<file path="src/rtl/ram_cmd_arbiter.sv">
// Two-requester command arbiter in front of a single-port RAM: round-robin grant,
// ownership lock across address/data phases, read-response routing and timeouts.
module ram_cmd_arbiter #(
  parameter int RD_TIMEOUT   = 64,
  parameter int LOCK_TIMEOUT = 255
) (
  input  logic       clk,
  input  logic       rst_n,
  input  logic       req0_valid,
  input  logic [9:0] req0_data,
  output logic       req0_ready,
  input  logic       req1_valid,
  input  logic [9:0] req1_data,
  output logic       req1_ready,
  output logic [9:0] ram_din,
  output logic       ram_rx_valid,
  input  logic [7:0] ram_dout,
  input  logic       ram_tx_valid,
  output logic       rsp0_valid,
  output logic       rsp1_valid,
  output logic [7:0] rsp_data,
  output logic       timeout_err,
  output logic       busy
);
  localparam int MAX_TO = (RD_TIMEOUT > LOCK_TIMEOUT) ? RD_TIMEOUT : LOCK_TIMEOUT;
  localparam int CW     = (MAX_TO < 2) ? 1 : $clog2(MAX_TO + 1);
  localparam logic [CW-1:0] RD_LAST   = CW'(RD_TIMEOUT - 1);
  localparam logic [CW-1:0] LOCK_LAST = CW'(LOCK_TIMEOUT - 1);

  localparam logic [1:0] OP_WR_ADDR = 2'b00;
  localparam logic [1:0] OP_WR_DATA = 2'b01;
  localparam logic [1:0] OP_RD_ADDR = 2'b10;
  localparam logic [1:0] OP_RD_DATA = 2'b11;

  typedef enum logic [1:0] {IDLE, LOCKED, WAIT_RD} state_t;
  typedef struct packed {
    logic [1:0] op;
    logic [7:0] payload;
  } cmd_t;

  state_t        state;
  logic          owner;
  logic          last_grant;
  logic [CW-1:0] cnt;
  logic          acc0, acc1, accept;
  cmd_t          acc_cmd;

  // In IDLE a lone valid requester wins; on contention the one not granted last wins.
  always_comb begin
    req0_ready = 1'b0;
    req1_ready = 1'b0;
    case (state)
      IDLE: begin
        req0_ready = req0_valid & (~req1_valid | last_grant);
        req1_ready = req1_valid & (~req0_valid | ~last_grant);
      end
      LOCKED: begin
        req0_ready = ~owner;
        req1_ready = owner;
      end
      default: ;
    endcase
  end

  assign acc0    = req0_valid & req0_ready;
  assign acc1    = req1_valid & req1_ready;
  assign accept  = acc0 | acc1;
  assign acc_cmd = acc1 ? req1_data : req0_data;
  assign busy    = (state != IDLE);

  always_ff @(posedge clk or negedge rst_n) begin
    if (!rst_n) begin
      state        <= IDLE;
      owner        <= 1'b0;
      last_grant   <= 1'b1;
      cnt          <= '0;
      ram_din      <= '0;
      ram_rx_valid <= 1'b0;
      rsp_data     <= '0;
      rsp0_valid   <= 1'b0;
      rsp1_valid   <= 1'b0;
      timeout_err  <= 1'b0;
    end else begin
      ram_rx_valid <= accept;
      if (accept) ram_din <= acc_cmd;
      rsp0_valid  <= 1'b0;
      rsp1_valid  <= 1'b0;
      timeout_err <= 1'b0;
      case (state)
        IDLE: begin
          cnt <= '0;
          if (accept) begin
            last_grant <= acc1;
            case (acc_cmd.op)
              OP_WR_ADDR, OP_RD_ADDR: begin owner <= acc1; state <= LOCKED;  end
              OP_RD_DATA:             begin owner <= acc1; state <= WAIT_RD; end
              default: ;
            endcase
          end
        end
        LOCKED: begin
          if (accept) begin
            cnt <= '0;
            case (acc_cmd.op)
              OP_WR_DATA: state <= IDLE;
              OP_RD_DATA: state <= WAIT_RD;
              default: ;
            endcase
          end else if (cnt == LOCK_LAST) begin
            state       <= IDLE;
            timeout_err <= 1'b1;
            cnt         <= '0;
          end else begin
            cnt <= cnt + 1'b1;
          end
        end
        WAIT_RD: begin
          // A response arriving on the final allowed cycle beats the timeout.
          if (ram_tx_valid) begin
            rsp_data   <= ram_dout;
            rsp0_valid <= ~owner;
            rsp1_valid <= owner;
            state      <= IDLE;
            cnt        <= '0;
          end else if (cnt == RD_LAST) begin
            state       <= IDLE;
            timeout_err <= 1'b1;
            cnt         <= '0;
          end else begin
            cnt <= cnt + 1'b1;
          end
        end
        default: begin
          state <= IDLE;
          cnt   <= '0;
        end
      endcase
    end
  end
endmodule

</file>
<file path="config.mk">
export PLATFORM = sky130hd
export DESIGN_NAME = ram_cmd_arbiter
export DESIGN_NICKNAME = d
export VERILOG_FILES = /design/src/rtl/ram_cmd_arbiter.sv
export SDC_FILE = /design/constraint.sdc
export NUM_CORES = 1
export LEC_CHECK = 0
export CORE_MARGIN = 2
export CORE_UTILIZATION = 45
export CTS_CLUSTER_SIZE = 8
export DETAILED_ROUTE_END_ITERATION = 16
export PLACE_DENSITY = 0.79
export SLEW_MARGIN = 20
export SYNTH_ARGS = -nofsm -noshare
export SYNTH_HDL_FRONTEND = slang
export SYNTH_SLANG_ARGS = --single-unit
</file>
<file path="constraint.sdc">
create_clock -name clk -period 2.35 [get_ports clk]
set_input_delay 0.235 -clock clk [delete_from_list [all_inputs] [get_ports clk]]
set_output_delay 0.235 -clock clk [all_outputs]
set_load 0.01 [all_outputs]
</file>
==> results.json, run 1 <==
{
  "critPathMaxFanout": 8,
  "rrSetupSlack_ns": 0.23,
  "rows": 22,
  "vias_per_cell": 5.232,
  "tightest_slew_ns": 0.4313,
  "routed_wl_um": 3885,
  "multi_input_area_um2": 830.8,
  "timing.rr.start": "cnt[0]",
  "cp-endpoint": "req0_ready",
  "setup_violations": 0,
  "crit_path_start": "state[1]",
  "slew_headroom": 0.7124,
  "synthTopCellsByArea": "dfrtp_1, mux2_2, mux2i_1",
  "core_area_um2": 3689,
  "cts_resized": 0,
  "vias": 1423,
  "synthSimpleGateAreaFrac": 0.1356,
  "clk_pin_slew_ns": 0.06,
  "die-area_um2": 4390,
  "crit_top_cell": "inv_1",
  "postCtsHoldBufs": 0,
  "critPathSlowestCell": "clkdlybuf4s50_1",
  "clock-sinks": 34,
  "h-tree-depth": 2,
  "ios": 58,
  "antenna_found_initial": 0,
  "worst_ir_drop_vdd_uv": 586.4,
  "drc": 0,
  "yosysTopAreaCell": "dfrtp_1",
  "synth_top_area_frac": 0.4735,
  "critical_path_class": "register to output port",
  "place_inst": 266,
  "worstRegToRegCells": 6,
  "hold_path_class": "input pin to asynchronous set/reset pin",
  "first_pass_iters": 4,
  "root_buffer": "clkbuf_8",
  "synth_top_family_by_area": "compound AO/OA/AOI/OAI gates",
  "post_cts_buffers": 0,
  "antennaDiodeCount": 0,
  "worstPathBufferInverterCount": 4,
  "wl_per_cell_um": 14.28,
  "drv_cap": 0,
  "nets": 263,
  "grt_pass1_wl_um": 6479,
  "arrival_ns": 1.94,
  "synth_compound_area_frac": 0.1399,
  "first_iter_violations": 90,
  "synthesis.area_um2": 1744,
  "crit_cells": 6,
  "end_kind": "output port",
  "grt_max_degree": 35,
  "initial_core_util": 0.4729,
  "fin_crit_ns": 2.170,
  "postRouteAntennaNets": 0,
  "total_power_uw": 2685,
  "tns_ns": 0,
  "yosysUniqueCellTypes": 40,
  "cts_buffers": 5,
  "place.gp.congestion": 0.8990,
  "reg2reg_to": "state[1]",
  "synthMuxAreaShare": 0.1334,
  "area_growth_pct": 41.18,
  "die_y_um": 66.26,
  "grt_usage": 0.1949,
  "final_cell_count_no_fill": 272,
  "crit_family": "buffers and inverters",
  "synthAdderAreaFrac": 0.03587,
  "synthXorXnorAreaFrac": 0.03013,
  "insertion_delay_ns": 0.28,
  "drive_above_1_share": 0.1339,
  "io_buffer_count": 57,
  "cellPowerDensity_nw_per_um2": 1091,
  "regArea_um2": 852.1,
  "cpPeakStageDelay_ns": 0.56,
  "grt_pass1_vias": 1494,
  "fmax_mhz": 460.8,
  "finalHoldViolCount": 0,
  "ys_seq_area_frac": 0.4885,
  "rsz0062_at_grt": "no",
  "ys_ff_latch": 34,
  "yosysWarningCount": 0,
  "cp-start-kind": "register",
  "final_common_cell": "clkdlybuf4s50_1",
  "fill_cells": 305,
  "synth_cells": 163,
  "cp_cell_sequence": "inv_1 > ha_1 > buf_4 > inv_1 > o21ai_0 > clkdlybuf4s50_1",
  "layout_common_cells": "clkdlybuf4s50_1, dfrtp_1, nand2_1, nor2_1",
  "die_w_um": 66.26,
  "overflow": 0,
  "hpwlAfterDp_um": 2964,
  "cts_tree": "yes",
  "p_leak_uw": 0.001101,
  "period_share": 0.9234,
  "fin_skew_ns": 0.003552,
  "clock_path_buffers": 2,
  "synthesis.nets": 201,
  "drv_slew": 0,
  "status": "complete, no violations",
  "avgSynthCellArea_um2": 10.70,
  "worstPathRequired_ns": 2.12
}
==> Yosys cell counts, drive strengths merged <==
library cell / instances
dfrtp: 33
nand2: 17
mux2: 12
nor2: 11
o21ai: 11
inv: 9
mux2i: 9
buf: 6
a21oi: 5
and3: 5
ha: 5
nand2b: 5
xor2: 5
a211oi: 4
nand3: 4
a31oi: 2
o211ai: 2
o21a: 2
a21bo: 1
a21boi: 1
a32o: 1
and4: 1
dfstp: 1
nand4: 1
nor2b: 1
nor3b: 1
o221ai: 1
o22ai: 1
o2bb2ai: 1
o31ai: 1
o32ai: 1
or2: 1
or3b: 1
xnor2: 1
==> sequential cells by signal, indices dropped and copies added, names as in the netlist, 2 cells and up <==
signal and flops:
ram_din 10, state 2, cnt 8, rsp_data 8
==> how the worst min path moves through the flow <==
stage / startpoint / to
global placement: ram_din[7] / ram_din[7]
finish: rst_n / rsp_data[4]
CTS: rst_n / ram_din[0]
floorplan: rst_n / cnt[0]
global route: rst_n / rsp_data[0]
detailed placement: ram_din[7] / ram_din[7]
==> logic make-up (layout without fill, tap and decap cells) <==
kind of cell             Yosys count  after routing
AND/OR/NAND/NOR                   48             48
AO/OA/AOI/OAI                     34             34
flip-flops                        34             34
multiplexers                      21             21
buffers and inverters             15             76
XOR/XNOR                           6              6
adder cells (fa/ha/maj)            5              5
==> final cells by class <==
class	count	area share
well taps	48	0.02439
clock buffers	6	0.03354
inverters	9	0.01372
flip-flops and latches	34	0.3460
multi-input cells	114	0.3374
repair buffers	61	0.2449
==> through the flow <==
stage / hold WS (ns) / setup slack, ns / util / cell area [um^2]
final: 0.3729 / 0.1800 / 0.6676 / 2462
after global routing: 0.4224 / 0.05571 / 0.6676 / 2462
after CTS: 0.3834 / 0.01633 / 0.6662 / 2457
after detailed placement: 0.4763 / 0.1288 / 0.6438 / 2375
after global placement: 0.4605 / 0.2003 / 0.6438 / 2375
after floorplan: -0.06059 / 0.2083 / - / 1744
==> report_power, final <==
part           switching, uW  leakage [uW]  internal (uW)
Clock                    187     0.0000431            226
Sequential               135      0.000432            797
Combinational            612      0.000626            729
==> metal layers <==
layer | GRT usage | wire length (um)
met4 | 0.09694 | 74
met5 | 0 | 0
met1 | 0.2255 | 1647
met3 | 0.03578 | 136
met2 | 0.3425 | 2026
No activity file was read; power rests on OpenSTA's default activity.
==> run 2, diff against run 1 <==
Settings changed: CELL_PAD_IN_SITES_DETAIL_PLACEMENT from default to 1, CELL_PAD_IN_SITES_GLOBAL_PLACEMENT from default to 1, CORE_UTILIZATION 45 to 37, PLACE_DENSITY 0.79 to 0.84.
Clock period 2.35 ns to 2.81 ns, I/O delays scaled along.
==> results.json, run 2 (synthesis gave the netlist of run 1 again) <==
{
  "critical_path_class": "register to output port",
  "overflow": 0,
  "clk_pin_slew_ns": 0.07,
  "crit_path_start": "state[0]",
  "cellPowerDensity_nw_per_um2": 930.9,
  "initial_core_util": 0.3925,
  "cts_buffers": 5,
  "postCtsHoldBufs": 0,
  "status": "complete, no violations",
  "largest_reg_flops": 10,
  "die-area_um2": 5279,
  "p_leak_uw": 0.001088,
  "grt_pass1_vias": 1507,
  "setup_ws_ns": 0.3741,
  "tns_ns": 0,
  "post_cts_buffers": 0,
  "cts_resized": 0,
  "hold_path_class": "input pin to asynchronous set/reset pin",
  "area_growth_pct": 41.25,
  "nets": 262,
  "end_kind": "output port",
  "drv_cap": 0,
  "critPathMaxFanout": 9,
  "worstPathBufferInverterCount": 2,
  "drv_slew": 0,
  "top_regs": "ram_din x10, cnt x8, rsp_data x8",
  "grt_max_degree": 35,
  "first_iter_violations": 76,
  "die_y_um": 72.66,
  "die_w_um": 72.66,
  "regArea_um2": 852.1,
  "drive_above_1_share": 0.1289,
  "clock-sinks": 34,
  "grt_usage": 0.1811,
  "period_share": 0.8669,
  "largest-register": "ram_din",
  "rsz0062_at_grt": "no",
  "critPathSlowestCell": "clkdlybuf4s50_1",
  "fmax_mhz": 410.5,
  "layout_common_cells": "clkdlybuf4s50_1, dfrtp_1, nand2_1, nor2_1",
  "timing.rr.start": "state[0]",
  "arrival_ns": 2.15,
  "insertion_delay_ns": 0.28,
  "fin_crit_ns": 2.436,
  "root_buffer": "clkbuf_8",
  "antenna_found_initial": 0,
  "multi_input_area_um2": 828.3,
  "total_power_uw": 2293,
  "vias": 1433,
  "slew_headroom": 0.7095,
  "cp-start-kind": "register",
  "tightest_slew_ns": 0.4358,
  "cpPeakStageDelay_ns": 0.57,
  "crit_family": "buffers and inverters",
  "h-tree-depth": 2,
  "whs_ns": 0.4169,
  "cts_tree": "yes",
  "core_area_um2": 4444,
  "drc": 0,
  "place.gp.congestion": 0.7456,
  "io_buffer_count": 57,
  "fin_skew_ns": 0.005530,
  "finalHoldViolCount": 0,
  "first_pass_iters": 4,
  "clock_path_buffers": 2,
  "ios": 58,
  "postRouteAntennaNets": 0,
  "setup_violations": 0,
  "cp_cell_sequence": "inv_1 > ha_1 > a21bo_2 > o21ai_0 > clkdlybuf4s50_1",
  "hpwlAfterDp_um": 3216,
  "fill_cells": 480,
  "antennaDiodeCount": 0,
  "vias_per_cell": 5.173,
  "worst_ir_drop_vdd_uv": 472.3,
  "worstPathRequired_ns": 2.53,
  "routed_wl_um": 4440,
  "final_common_cell": "clkdlybuf4s50_1",
  "rows": 24,
  "wl_per_cell_um": 16.03,
  "grt_pass1_wl_um": 7334,
  "post-place-ws_ns": 0.5251
}
run 2: area by class of cell:
class | instances | area share
tap | 52 | 0.02641
multi-input combinational | 114 | 0.3362
clock inverter | 1 | 0.002031
sequential | 34 | 0.3459
inverter | 9 | 0.01371
timing repair buffer | 60 | 0.2407
clock buffer | 7 | 0.03504
run 2: worst reg2reg max path: stages (launching register included):
cell	delay, ns
dfrtp_1	0.40
inv_1	0.08
ha_1	0.31
a21boi_1	0.19
a21oi_1	0.24
mux2_2	0.40
o211ai_2	0.19
mux2_4	0.31
run 2: final timing paths:
check	slack [ns]	cells past startpoint	to
max	0.37	5	req1_ready
min	0.42	2	cnt[3]
max reg2reg	0.59	7	state[1]
min reg2reg	0.49	2	ram_din[2]
max in group asynchronous	2.05	2	last_grant
min in group clk	0.49	2	ram_din[2]
run 2: routing by layer:
layer	GRT usage	vias to the layer above	share of wire
met5	0	-	0
met4	0.06790	0	0.015
met3	0.03591	6	0.031
met2	0.2970	23	0.51
met1	0.2372	716	0.45
li1	-	688	-
run 2: metrics by stage:
| step | area [um^2] | instances | utilization |
|---|---|---|---|
| 2_1_floorplan | 1744 | 163 | - |
| 3_3_place_gp | 2372 | 269 | 0.5338 |
| 3_5_place_dp | 2372 | 269 | 0.5338 |
| 4_1_cts | 2464 | 277 | 0.5543 |
| 5_1_grt | 2464 | 277 | 0.5543 |
| 6_report | 2464 | 277 | 0.5543 |
run 2: report_power, final:
| group | internal [uW] | total (uW) | switching (uW) |
|---|---|---|---|
| Sequential | 665 | 777 | 112 |
| Combinational | 602 | 1140 | 540 |
| Clock | 198 | 374 | 176 |
==> run 3, diff against run 2 <==
Settings changed: SETUP_SLACK_MARGIN from default to 0.1.
==> results of run 3 <==
The final DEF is identical to that of run 2; final timing and power are the same.
